File: config.mk
export PLATFORM = sky130hd
export DESIGN_NAME = core_config_sequencer
export DESIGN_NICKNAME = d
export VERILOG_FILES = /design/src/rtl/core_config_sequencer.sv
export SDC_FILE = /design/constraint.sdc
export NUM_CORES = 1
export LEC_CHECK = 0
export ABC_AREA = 1
export CORE_MARGIN = 5
export CORE_UTILIZATION = 50
export DETAILED_ROUTE_END_ITERATION = 12
export GPL_ROUTABILITY_DRIVEN = 0
export MAX_ROUTING_LAYER = met4
export PLACE_DENSITY = 0.79
export SLEW_MARGIN = 20
export SYNTH_ARGS = -nofsm -noshare
export SYNTH_HDL_FRONTEND = slang
export SYNTH_SLANG_ARGS = --single-unit
File: constraint.sdc
create_clock -name clk -period 3.7 [get_ports clk]
set_clock_uncertainty 0.05 [all_clocks]
set_input_delay 1.11 -clock clk [delete_from_list [all_inputs] [get_ports clk]]
set_output_delay 1.11 -clock clk [all_outputs]
set_load 0.02 [all_outputs]
File: src/rtl/core_config_sequencer.sv
// Buffers read/write requests and replays them one at a time onto a core's
// configuration bus, returning captured read data on a valid/ready response port.
module core_config_sequencer #(
  parameter int unsigned ADDR_WIDTH   = 8,
  parameter int unsigned DATA_WIDTH   = 32,
  parameter int unsigned FIFO_DEPTH   = 4,
  parameter int unsigned READ_LATENCY = 1
) (
  input  logic                  clk,
  input  logic                  reset,
  input  logic                  req_valid,
  output logic                  req_ready,
  input  logic                  req_write,
  input  logic [ADDR_WIDTH-1:0] req_addr,
  input  logic [DATA_WIDTH-1:0] req_data,
  output logic                  resp_valid,
  input  logic                  resp_ready,
  output logic [DATA_WIDTH-1:0] resp_data,
  output logic                  busy,
  output logic [ADDR_WIDTH-1:0] config_addr,
  output logic [DATA_WIDTH-1:0] config_data,
  output logic                  config_write,
  output logic                  config_read,
  input  logic [DATA_WIDTH-1:0] read_config_data
);

  localparam int unsigned PTR_W = $clog2(FIFO_DEPTH);
  localparam int unsigned CNT_W = $clog2(FIFO_DEPTH + 1);
  localparam int unsigned LAT_W = $clog2(READ_LATENCY + 1);

  typedef struct packed {
    logic                  write;
    logic [ADDR_WIDTH-1:0] addr;
    logic [DATA_WIDTH-1:0] data;
  } req_t;

  typedef enum logic [1:0] {IDLE, WR, RD, RESP} state_t;

  req_t             fifo_mem [FIFO_DEPTH];
  req_t             head;
  logic [PTR_W-1:0] wr_ptr;
  logic [PTR_W-1:0] rd_ptr;
  logic [CNT_W-1:0] count;
  logic [CNT_W-1:0] count_nxt;
  logic             push;
  logic             pop;
  logic             idle_nxt;
  state_t           state;
  logic [LAT_W-1:0] lat_cnt;

  assign head = fifo_mem[rd_ptr];

  // FIFO handshake and the next occupancy / idleness used by req_ready and busy
  always_comb begin
    push      = req_valid & req_ready;
    pop       = (state == IDLE) & (count != '0);
    count_nxt = count;
    if (push & ~pop) begin
      count_nxt = count + CNT_W'(1);
    end else if (pop & ~push) begin
      count_nxt = count - CNT_W'(1);
    end
    idle_nxt = 1'b0;
    case (state)
      IDLE:    idle_nxt = ~pop;
      WR:      idle_nxt = 1'b1;
      RD:      idle_nxt = 1'b0;
      RESP:    idle_nxt = resp_ready;
      default: idle_nxt = 1'b1;
    endcase
  end

  // Storage carries no reset; occupancy is tracked by the pointers and count
  always_ff @(posedge clk) begin
    if (push) begin
      fifo_mem[wr_ptr] <= '{write: req_write, addr: req_addr, data: req_data};
    end
  end

  always_ff @(posedge clk or posedge reset) begin
    if (reset) begin
      wr_ptr       <= '0;
      rd_ptr       <= '0;
      count        <= '0;
      req_ready    <= 1'b1;
      busy         <= 1'b0;
      state        <= IDLE;
      lat_cnt      <= '0;
      resp_valid   <= 1'b0;
      resp_data    <= '0;
      config_addr  <= '0;
      config_data  <= '0;
      config_write <= 1'b0;
      config_read  <= 1'b0;
    end else begin
      count     <= count_nxt;
      req_ready <= (count_nxt != CNT_W'(FIFO_DEPTH));
      busy      <= (count_nxt != '0) | ~idle_nxt;
      if (push) begin
        wr_ptr <= wr_ptr + PTR_W'(1);
      end
      if (pop) begin
        rd_ptr <= rd_ptr + PTR_W'(1);
      end

      case (state)
        IDLE: begin
          if (pop) begin
            config_addr <= head.addr;
            config_data <= head.data;
            if (head.write) begin
              config_write <= 1'b1;
              state        <= WR;
            end else begin
              config_read <= 1'b1;
              lat_cnt     <= '0;
              state       <= RD;
            end
          end
        end
        WR: begin
          config_write <= 1'b0;
          state        <= IDLE;
        end
        // Hold the read strobe for READ_LATENCY cycles, then sample the core
        RD: begin
          if (lat_cnt == LAT_W'(READ_LATENCY - 1)) begin
            config_read <= 1'b0;
            resp_data   <= read_config_data;
            resp_valid  <= 1'b1;
            state       <= RESP;
          end else begin
            lat_cnt <= lat_cnt + LAT_W'(1);
          end
        end
        RESP: begin
          if (resp_ready) begin
            resp_valid <= 1'b0;
            state      <= IDLE;
          end
        end
        default: state <= IDLE;
      endcase
    end
  end

endmodule

==> results of run 1 <==
cells in the final DEF (no fill, tap or decap), types with 2 or more instances in the layout:
master and count:
nor2_1 204, edfxtp_1 164, clkdlybuf4s50_1 153, nand2_1 124
dfrtp_1 83, o21ai_0 70, a31oi_1 40, clkbuf_16 26
inv_1 15, o21ai_1 14, nand3_1 10, ha_1 7
bufinv_16 7, nor2_4 6, clkinv_2 6, buf_12 5
inv_2 4, clkinv_1 3, buf_4 3, nand2_4 2
a21oi_1 2, xor2_1 2, clkbuf_1 2, dfrtp_2 2
metrics by stage:
| step | hold slack [ns] | total power [uW] | setup slack [ns] | instances |
|---|---|---|---|---|
| 2_1_floorplan | 0.447 | 6860 | 0.197 | 797 |
| 3_3_place_gp | 0.404 | 8270 | 0.929 | 1151 |
| 3_5_place_dp | 0.409 | 8400 | 0.875 | 1151 |
| 4_1_cts | 0.423 | 11300 | 0.830 | 1199 |
| 5_1_grt | 0.440 | 11900 | 0.809 | 1199 |
| 6_report | 0.418 | 11200 | 0.844 | 1199 |
synthesized netlist by cell type:
library cell	count	area share, %
dfstp_2	1	0.27
o21ai_0	70	3.7
buf_1	3	0.12
dfrtp_1	85	22
nor2_1	208	8.2
inv_2	4	0.16
buf_4	7	0.55
a31oi_1	40	2.6
nand2_4	2	0.24
edfxtp_1	164	51
a21oi_1	2	0.10
clkbuf_1	8	0.31
buf_2	15	0.78
inv_1	16	0.63
inv_6	1	0.092
o21ai_1	14	0.73
xor2_1	2	0.18
nand2_2	1	0.065
nand3_1	10	0.52
clkbuf_2	1	0.052
ha_1	7	0.91
buf_6	7	0.82
nor2_4	2	0.24
nor2_2	1	0.065
nand3_2	1	0.10
o211ai_1	1	0.078
nand2_1	124	4.9
worst reg2reg max path: cells and delay by family (launching register included):
family                     cells  cell delay, ns
and+or+nand+nor                5            0.53
DFF                            1            0.39
adders and majority gates      2            0.44
buffers and inverters          3            0.67
state kept, by name, summed over array words and instances (netlist names):
signal and count:
busy 1, resp_data 32, wr_ptr 2, count 3, req_ready 1, config_read 1, rd_ptr 2, config_addr 8
config_write 1, config_data 32, state 2, resp_valid 1, fifo_mem 164
report_power, final:
part / switching (uW) / internal (uW)
clock: 1080 / 1810
combinational: 2540 / 1530
sequential: 365 / 3880
total: 3980 / 7220
how the worst max path moves through the flow:
stage,start,endpoint,slack (ns),depth (start not counted)
2_1_floorplan,req_valid,fifo_mem[0][0],0.20,2
3_3_place_gp,req_valid,busy,0.93,9
3_5_place_dp,req_valid,busy,0.87,9
4_1_cts,req_ready,req_ready,0.83,1
5_1_grt,req_ready,req_ready,0.81,1
6_report,req_ready,req_ready,0.84,1
logic make-up (layout without fill, tap and decap cells):
| group | after synthesis | count (layout) | synth area share [%] |
|---|---|---|---|
| AO/OA/AOI/OAI | 127 | 127 | 7.19 |
| XOR/XNOR | 2 | 2 | 0.183 |
| adder cells (fa/ha/maj) | 7 | 7 | 0.915 |
| buffers and inverters | 62 | 230 | 3.52 |
| flip-flops | 250 | 250 | 73.9 |
| AND/OR/NAND/NOR | 349 | 349 | 14.2 |
layer usage:
layer / up-vias / global-route usage (%) / wire, um
met1: 3078 / 25.2 / 8740
met3: 33 / 4.08 / 1540
met5: - / - / 0
met2: 238 / 33.3 / 10400
met4: 0 / 4.06 / 371
li1: 3022 / - / -
layout make-up:
type,instances,area [um2],share of cell area [%]
clock inverter,19,302,2.46
clock buffer,29,672,5.47
tap,234,293,2.39
timing repair buffer,161,1650,13.5
sequential,250,7080,57.7
multi-input combinational,485,2190,17.8
inverter,21,86.3,0.703
==> results.py, run 1 <==
metrics = {
    "run_status": {
        "status": "complete, no violations",
    },
    "yosys": {
        "syn_nets": 881,
        "syn_inst": 797,
        "synth.distinct_cells": 27,
        "synth_seq_area_share_pct": 73.9,
        "postSynthAreaPerCell_um2": 12.0,
        "synth_warnings": 0,
        "netlist_area_um2": 9570,
        "ys_seq_elements": 250,
    },
    "worst_setup_path": {
        "ff2ff_setup_slack_ns": 1.58,
        "max_stage_delay_ns": 0.62,
        "r2r_cells": 10,
        "path_max_fanout": 2,
        "path_buf_inv": 1,
        "start_kind": "flop",
        "cp-end-kind": "primary output",
        "rr_endpoint": "busy",
        "required_ns": 2.54,
        "path_cells": "clkdlybuf4s50_1",
        "crit_arrival_ns": 1.70,
        "reg2reg_from": "count[0]",
        "crit_family": "buffers and inverters",
        "critPathSlowestCell": "clkdlybuf4s50_1",
        "path_class": "flop to primary output",
    },
    "drt": {
        "drt-pass1-iter-count": 4,
        "vias_per_cell": 5.31,
        "post-route-drc-count": 0,
        "vias": 6371,
        "wl_mm": 21.1,
        "drtAntennaViolNets": 0,
        "wl_per_cell_um": 17.6,
        "drt-initial-drc-count": 470,
    },
    "cts": {
        "cts_buffers": 26,
        "hold_buffers": 0,
        "ctsLongestPathBuffers": 3,
        "clk_pin_slew_ns": 0.07,
        "cts_resized": 0,
        "h-tree-depth": 1,
        "insertion_delay_ns": 0.54,
        "cts_setup_buffers": 0,
        "cts-root-buf": "clkbuf_16",
        "cts_tree": "built",
        "clock-sinks": 250,
    },
    "finish": {
        "fin_util_pct": 65.4,
        "drive_above_1_share_pct": 7.36,
        "diodes": 0,
        "areaGrowthSynthToFinish_pct": 28.2,
        "fin_area_um2": 12300,
        "nFillCells": 1389,
        "nNetsFinal": 1029,
    },
    "placed_design": {
        "place_area_um2": 11300,
        "io_buffer_count": 153,
        "hpwl_mm": 12.7,
    },
    "floorplan": {
        "dieWidth_um": 148,
        "num_io_pins": 154,
        "dieArea_um2": 22000,
        "die_h_um": 148,
        "rows": 50,
        "floorplan.initialDensity_pct": 51.0,
        "core-area_um2": 18800,
    },
    "timing": {
        "period_share_pct": 77.2,
        "worstMarginPinSlew_ns": 0.876,
        "slew_headroom_pct": 41.6,
        "finalMaxSlewViolations": 0,
        "fmax_mhz": 350,
        "finalHoldViolCount": 0,
        "fin_crit_ns": 2.86,
        "setup-tns-final_ns": 0,
        "finalSetupViolations": 0,
        "rsz0062_at_grt": "false",
    },
    "job": {
        "max_cap_viol_count": 0,
    },
    "pwr": {
        "powerDensity_nw_per_um2": 913,
        "vdd_drop_max_mv": 0.691,
        "p_leak_uw": 0.00470,
    },
    "grt": {
        "grt_pass1_wl_mm": 33.8,
        "grt_start_max_net_pins": 84,
        "grt_pass1_vias": 6462,
        "grt_overflow_total": 0,
        "antenna_found_initial": 0,
        "grtUsageTotal_pct": 19.7,
    },
    "min_path": {
        "worstHoldPathCells": 2,
        "worstHoldStart": "resp_data[30]",
        "min_to": "resp_data[30]",
        "hp-class": "flop to flop",
    },
}
Power figures use the tool's default switching activity.
==> run 2: changes to the inputs <==
Settings changed: CORE_UTILIZATION 50 to 48, PLACE_DENSITY 0.79 to 0.8.
Clock period 3.7 ns to 2.42 ns, I/O delays scaled along.
==> run 2 against run 1 <==
Effect of this change:
- critical path depth is the same
- clock power increased by 38%
- design area increased by 0.44%
- global-route usage shrank 0.22 points
- hold slack gained 0.0024 ns
- cell count grew 3.6%
- routed wire length is 3.1% higher
- die area grew 3.9%
- largest power group unchanged
==> results.py, run 2 (same netlist as run 1, synthesis figures left out) <==
metrics = {
    "finish": {
        "diodes": 0,
        "areaGrowthSynthToFinish_pct": 28.8,
        "nFillCells": 1437,
        "regMostFlops": "fifo_mem",
        "drive_above_1_share_pct": 8.09,
        "nNetsFinal": 1042,
        "final_cell_mix": "nor2_1 (204), edfxtp_1 (164), clkdlybuf4s50_1 (152)",
        "fin_cells": 1242,
        "regArea_um2": 7080,
        "largestRegisters": "fifo_mem (164), config_data (32), resp_data (32)",
        "layout_commonest_cell": "nor2_1",
        "multi_input_area_um2": 2190,
        "largest_reg_flops": 164,
    },
    "worst_setup_path": {
        "crit_arrival_ns": 1.55,
        "required_ns": 1.64,
        "path_cells": "clkdlybuf4s50_1",
        "path_class": "flop to primary output",
        "crit_start": "config_data[8]",
        "critPathSlowestCell": "clkdlybuf4s50_1",
        "path_max_fanout": 2,
        "path_buf_inv": 1,
        "cp-end-kind": "primary output",
        "start_kind": "flop",
        "crit_family": "buffers and inverters",
        "ff2ff_setup_slack_ns": 0.37,
        "max_stage_delay_ns": 0.63,
        "reg2reg_from": "count[0]",
    },
    "drt": {
        "wl_mm": 21.7,
        "wl_met3_mm": 1.73,
        "vias": 6469,
        "post-route-drc-count": 0,
        "wl_met1_mm": 8.59,
        "drt-initial-drc-count": 525,
        "vias_per_cell": 5.21,
        "maxUsedRoutingLayer": "met4",
        "dr_wl_met2_mm": 10.9,
        "drtAntennaViolNets": 0,
        "drt-pass1-iter-count": 5,
        "wl_per_cell_um": 17.5,
    },
    "floorplan": {
        "num_io_pins": 154,
        "core-area_um2": 19500,
        "floorplan.initialDensity_pct": 49.0,
        "dieArea_um2": 22900,
        "rows": 51,
        "die_h_um": 151,
        "dieWidth_um": 151,
    },
    "grt": {
        "grt_start_max_net_pins": 87,
        "antenna_found_initial": 0,
        "grt_overflow_total": 0,
        "grt_pass1_wl_mm": 34.3,
        "grt_pass1_vias": 6618,
        "grtUsageTotal_pct": 19.5,
    },
    "pwr": {
        "vdd_drop_max_mv": 0.816,
        "pwr-share-clk_pct": 23.7,
        "p_leak_uw": 0.00471,
        "p_comb_share_pct": 37.9,
        "power_switching_uw": 6040,
        "p_int_uw": 10900,
        "pwr-share-seq_pct": 38.4,
        "switching_share_pct": 35.7,
        "powerDensity_nw_per_um2": 1370,
        "finalPower_uw": 16900,
    },
    "min_path": {
        "hp-class": "flop to flop",
        "worstHoldStart": "resp_data[0]",
    },
    "timing": {
        "slew_headroom_pct": 42.3,
        "fin_crit_ns": 2.33,
        "rsz0062_at_grt": "false",
        "finalMaxSlewViolations": 0,
        "worstMarginPinSlew_ns": 0.866,
        "period_share_pct": 96.2,
        "finalHoldViolCount": 0,
        "fmax_mhz": 429,
        "finalSetupViolations": 0,
    },
    "cts": {
        "cts_resized": 1,
        "cts_buffers": 25,
        "cts-root-buf": "clkbuf_16",
        "h-tree-depth": 1,
        "insertion_delay_ns": 0.52,
        "cts_tree": "built",
        "cts_setup_buffers": 0,
        "ctsLongestPathBuffers": 3,
        "hold_buffers": 0,
        "clk_pin_slew_ns": 0.06,
        "clock-sinks": 250,
    },
    "placed_design": {
        "hpwl_mm": 14.1,
        "io_buffer_count": 153,
        "dpl.cell_count": 1196,
    },
    "run_status": {
        "status": "complete, no violations",
    },
    "job": {
        "max_cap_viol_count": 0,
    },
}
## run 2: worst register-to-register path: cells and delay by family, from the launching register on
kind                     cells  cell delay [ns]
AO/OA/AOI/OAI                1             0.19
adder cells (fa/ha/maj)      2             0.42
buffers and inverters        4             0.77
flip-flops                   1             0.38
AND/OR/NAND/NOR              2             0.15
## run 2: final timing paths
kind	endpoint	cells past startpoint
worst max-delay path	config_data[8]	1
worst min-delay path	resp_data[0]	2
worst max register to register	config_data[13]	9
worst min register to register	resp_data[0]	2
max in group asynchronous	rd_ptr[0]	3
min in group asynchronous	resp_data[20]	3
## run 2: through the flow
stage | hold slack, ns | instance area (um2) | setup WS, ns | TNS, ns | util [%]
floorplan | 0.447 | 9590 | -0.0623 | -10.21 | -
global placement | 0.402 | 11500 | 0.171 | 0 | 58.7
detailed placement | 0.407 | 11500 | 0.156 | 0 | 58.7
CTS | 0.422 | 12300 | 0.0741 | 0 | 63.1
global route | 0.437 | 12300 | 0.0557 | 0 | 63.1
finish | 0.421 | 12300 | 0.0911 | 0 | 63.1
## run 2: cell type report
cell class                 count  share of cell area (%)
sequential                   250                    57.5
multi-input combinational    485                    17.7
timing repair buffer         175                    14.4
clock buffer                  38                    6.06
tap                          265                    2.69
clock inverter                 8                   0.984
inverter                      21                   0.710
## run 2: power by group through the flow
stage | logic [uW] | clock network [uW] | registers, uW
floorplan | 3250 | 0 | 7230
global placement | 6240 | 0 | 6530
detailed placement | 6440 | 0 | 6570
CTS | 6500 | 4070 | 6510
global route | 7080 | 4240 | 6630
finish | 6410 | 4000 | 6500
## run 2: layer usage
layer  vias to the layer above  track usage (%)
met5                         -                -
met2                       252             33.0
met1                      3132             24.3
met4                         0             5.44
met3                        40             3.71
li1                       3045                -
==> run 3: changes to the inputs <==
Settings changed: MAX_ROUTING_LAYER met4 to not set.
==> run 3 against run 2 <==
Effect of this change:
- first-iteration DRC count rose by 2.5%
- fmax barely moved
- count of clock-buffer cells in the layout did not move
- setup slack improved by 0.0013 ns
- sequential cell count did not move
- routed wire length barely moved
- clock power barely moved
==> results.py, run 3 (same netlist as run 1, synthesis figures left out) <==
metrics = {
    "run_status": {
        "status": "complete, no violations",
    },
    "timing": {
        "fin_crit_ns": 2.33,
        "slew_headroom_pct": 41.4,
        "fmax_mhz": 430,
        "finalMaxSlewViolations": 0,
        "finalSetupViolations": 0,
        "period_share_pct": 96.2,
        "finalHoldViolCount": 0,
        "worstMarginPinSlew_ns": 0.878,
        "rsz0062_at_grt": "false",
    },
    "floorplan": {
        "core-area_um2": 19500,
        "rows": 51,
        "die_h_um": 151,
        "dieArea_um2": 22900,
        "num_io_pins": 154,
        "floorplan.initialDensity_pct": 49.0,
        "dieWidth_um": 151,
    },
    "finish": {
        "nNetsFinal": 1042,
        "fin_area_um2": 12300,
        "nFillCells": 1437,
        "areaGrowthSynthToFinish_pct": 28.8,
        "layout_commonest_cell": "nor2_1",
        "regMostFlops": "fifo_mem",
        "largest_reg_flops": 164,
        "drive_above_1_share_pct": 8.09,
        "regArea_um2": 7080,
        "largestRegisters": "fifo_mem (164), config_data (32), resp_data (32)",
        "multi_input_area_um2": 2190,
        "fin_cells": 1243,
        "final_cell_mix": "nor2_1 (204), edfxtp_1 (164), clkdlybuf4s50_1 (152)",
        "fin_util_pct": 63.1,
    },
    "grt": {
        "grtUsageTotal_pct": 19.0,
        "antenna_found_initial": 0,
        "use_met1_pct": 24.3,
        "grt_overflow_total": 0,
        "grt_pass1_vias": 6601,
        "use_met2_pct": 32.8,
        "grtUsageMet3_pct": 3.89,
        "grt_pass1_wl_mm": 34.4,
        "grt_start_max_net_pins": 87,
        "top_usage_layer": "met2",
    },
    "drt": {
        "post-route-drc-count": 0,
        "wl_per_cell_um": 17.5,
        "drt-initial-drc-count": 538,
        "vias_per_cell": 5.17,
        "drt-pass1-iter-count": 5,
        "vias": 6427,
        "wl_mm": 21.7,
        "drtAntennaViolNets": 0,
    },
    "worst_setup_path": {
        "cp-end-kind": "primary output",
        "path_class": "flop to primary output",
        "required_ns": 1.64,
        "start_kind": "flop",
        "path_max_fanout": 2,
        "ff2ff_setup_slack_ns": 0.38,
        "r2r_cells": 9,
        "path_buf_inv": 1,
        "max_stage_delay_ns": 0.63,
        "reg2reg_from": "count[0]",
        "path_cells": "clkdlybuf4s50_1",
        "rr_endpoint": "config_data[13]",
        "critPathSlowestCell": "clkdlybuf4s50_1",
        "crit_family": "buffers and inverters",
        "crit_arrival_ns": 1.55,
    },
    "cts": {
        "cts-root-buf": "clkbuf_16",
        "ctsLongestPathBuffers": 3,
        "h-tree-depth": 1,
        "clk_pin_slew_ns": 0.06,
        "cts_tree": "built",
        "cts_setup_buffers": 0,
        "cts_buffers": 25,
        "clock-sinks": 250,
        "insertion_delay_ns": 0.52,
    },
    "pwr": {
        "powerDensity_nw_per_um2": 1370,
        "finalPower_uw": 16900,
        "p_comb_share_pct": 37.9,
        "switching_share_pct": 35.7,
        "pwr-share-seq_pct": 38.4,
        "power_switching_uw": 6040,
        "vdd_drop_max_mv": 0.817,
        "p_int_uw": 10900,
        "pwr-share-clk_pct": 23.7,
        "p_leak_uw": 0.00471,
    },
    "min_path": {
        "min_to": "resp_data[3]",
        "worstHoldPathCells": 2,
        "hp-class": "flop to flop",
        "worstHoldStart": "resp_data[3]",
    },
    "placed_design": {
        "place_area_um2": 11500,
        "io_buffer_count": 153,
        "hpwl_mm": 14.1,
        "dpl.cell_count": 1196,
    },
    "job": {
        "max_cap_viol_count": 0,
    },
}
## run 3: changes by cell type in the layout (fill, tap and decap cells not counted)
cell / previous run / this run
diode_2: 0 / 1
## run 3: area by class of cell
type / count / area share, %
Multi-Input combinational cell: 485 / 17.7
Sequential cell: 250 / 57.4
Clock inverter: 8 / 0.984
Inverter: 21 / 0.710
Timing Repair Buffer: 175 / 14.4
Tap cell: 265 / 2.69
Antenna cell: 1 / 0.0203
Clock buffer: 38 / 6.06
## run 3: per-layer routing
layer | share of wire (%) | up-vias | wire length, um
met4 | 2.4 | 0 | 513
met3 | 7.7 | 36 | 1670
met2 | 50 | 243 | 10800
li1 | - | 3050 | -
met5 | 0 | - | 0
met1 | 40 | 3098 | 8730
## run 3: worst max path at each step
| stage | startpoint | slack, ns | end | cells past startpoint |
|---|---|---|---|---|
| 6_report | config_data[8] | 0.09 | config_data[8] | 1 |
| 5_1_grt | config_addr[3] | 0.06 | config_addr[3] | 1 |
| 4_1_cts | config_data[8] | 0.07 | config_data[8] | 1 |
| 3_5_place_dp | req_valid | 0.16 | fifo_mem[0][12] | 5 |
| 3_3_place_gp | req_valid | 0.17 | fifo_mem[0][12] | 5 |
| 2_1_floorplan | req_valid | -0.06 | fifo_mem[0][0] | 2 |
## run 3: repair_timing
| item | in CTS | in global routing |
|---|---|---|
| hold buffers | 0 | 0 |
| setup endpoints to repair | 1 | 0 |
| resized for setup | 1 | 0 |
## run 3: power by group through the flow
| stage | Clock (uW) | Combinational [uW] | Sequential (uW) |
|---|---|---|---|
| after CTS | 4070 | 6500 | 6510 |
| after global placement | 0 | 6240 | 6530 |
| after global routing | 4240 | 7080 | 6630 |
| after floorplan | 0 | 3250 | 7230 |
| final | 4000 | 6410 | 6500 |
| after detailed placement | 0 | 6440 | 6570 |
## run 3: worst min-delay path, stage by stage (launching register included)
cell     delay (ns)
dfrtp_1        0.34
nand2_1        0.05
nand2_1        0.05
## run 3: per-stage QoR
step	setup TNS, ns	setup WS [ns]	hold WS, ns
finish	0	0.0925	0.420
global route	0	0.0556	0.437
CTS	0	0.0741	0.422
detailed placement	0	0.156	0.407
global placement	0	0.171	0.402
floorplan	-10.21	-0.0623	0.447
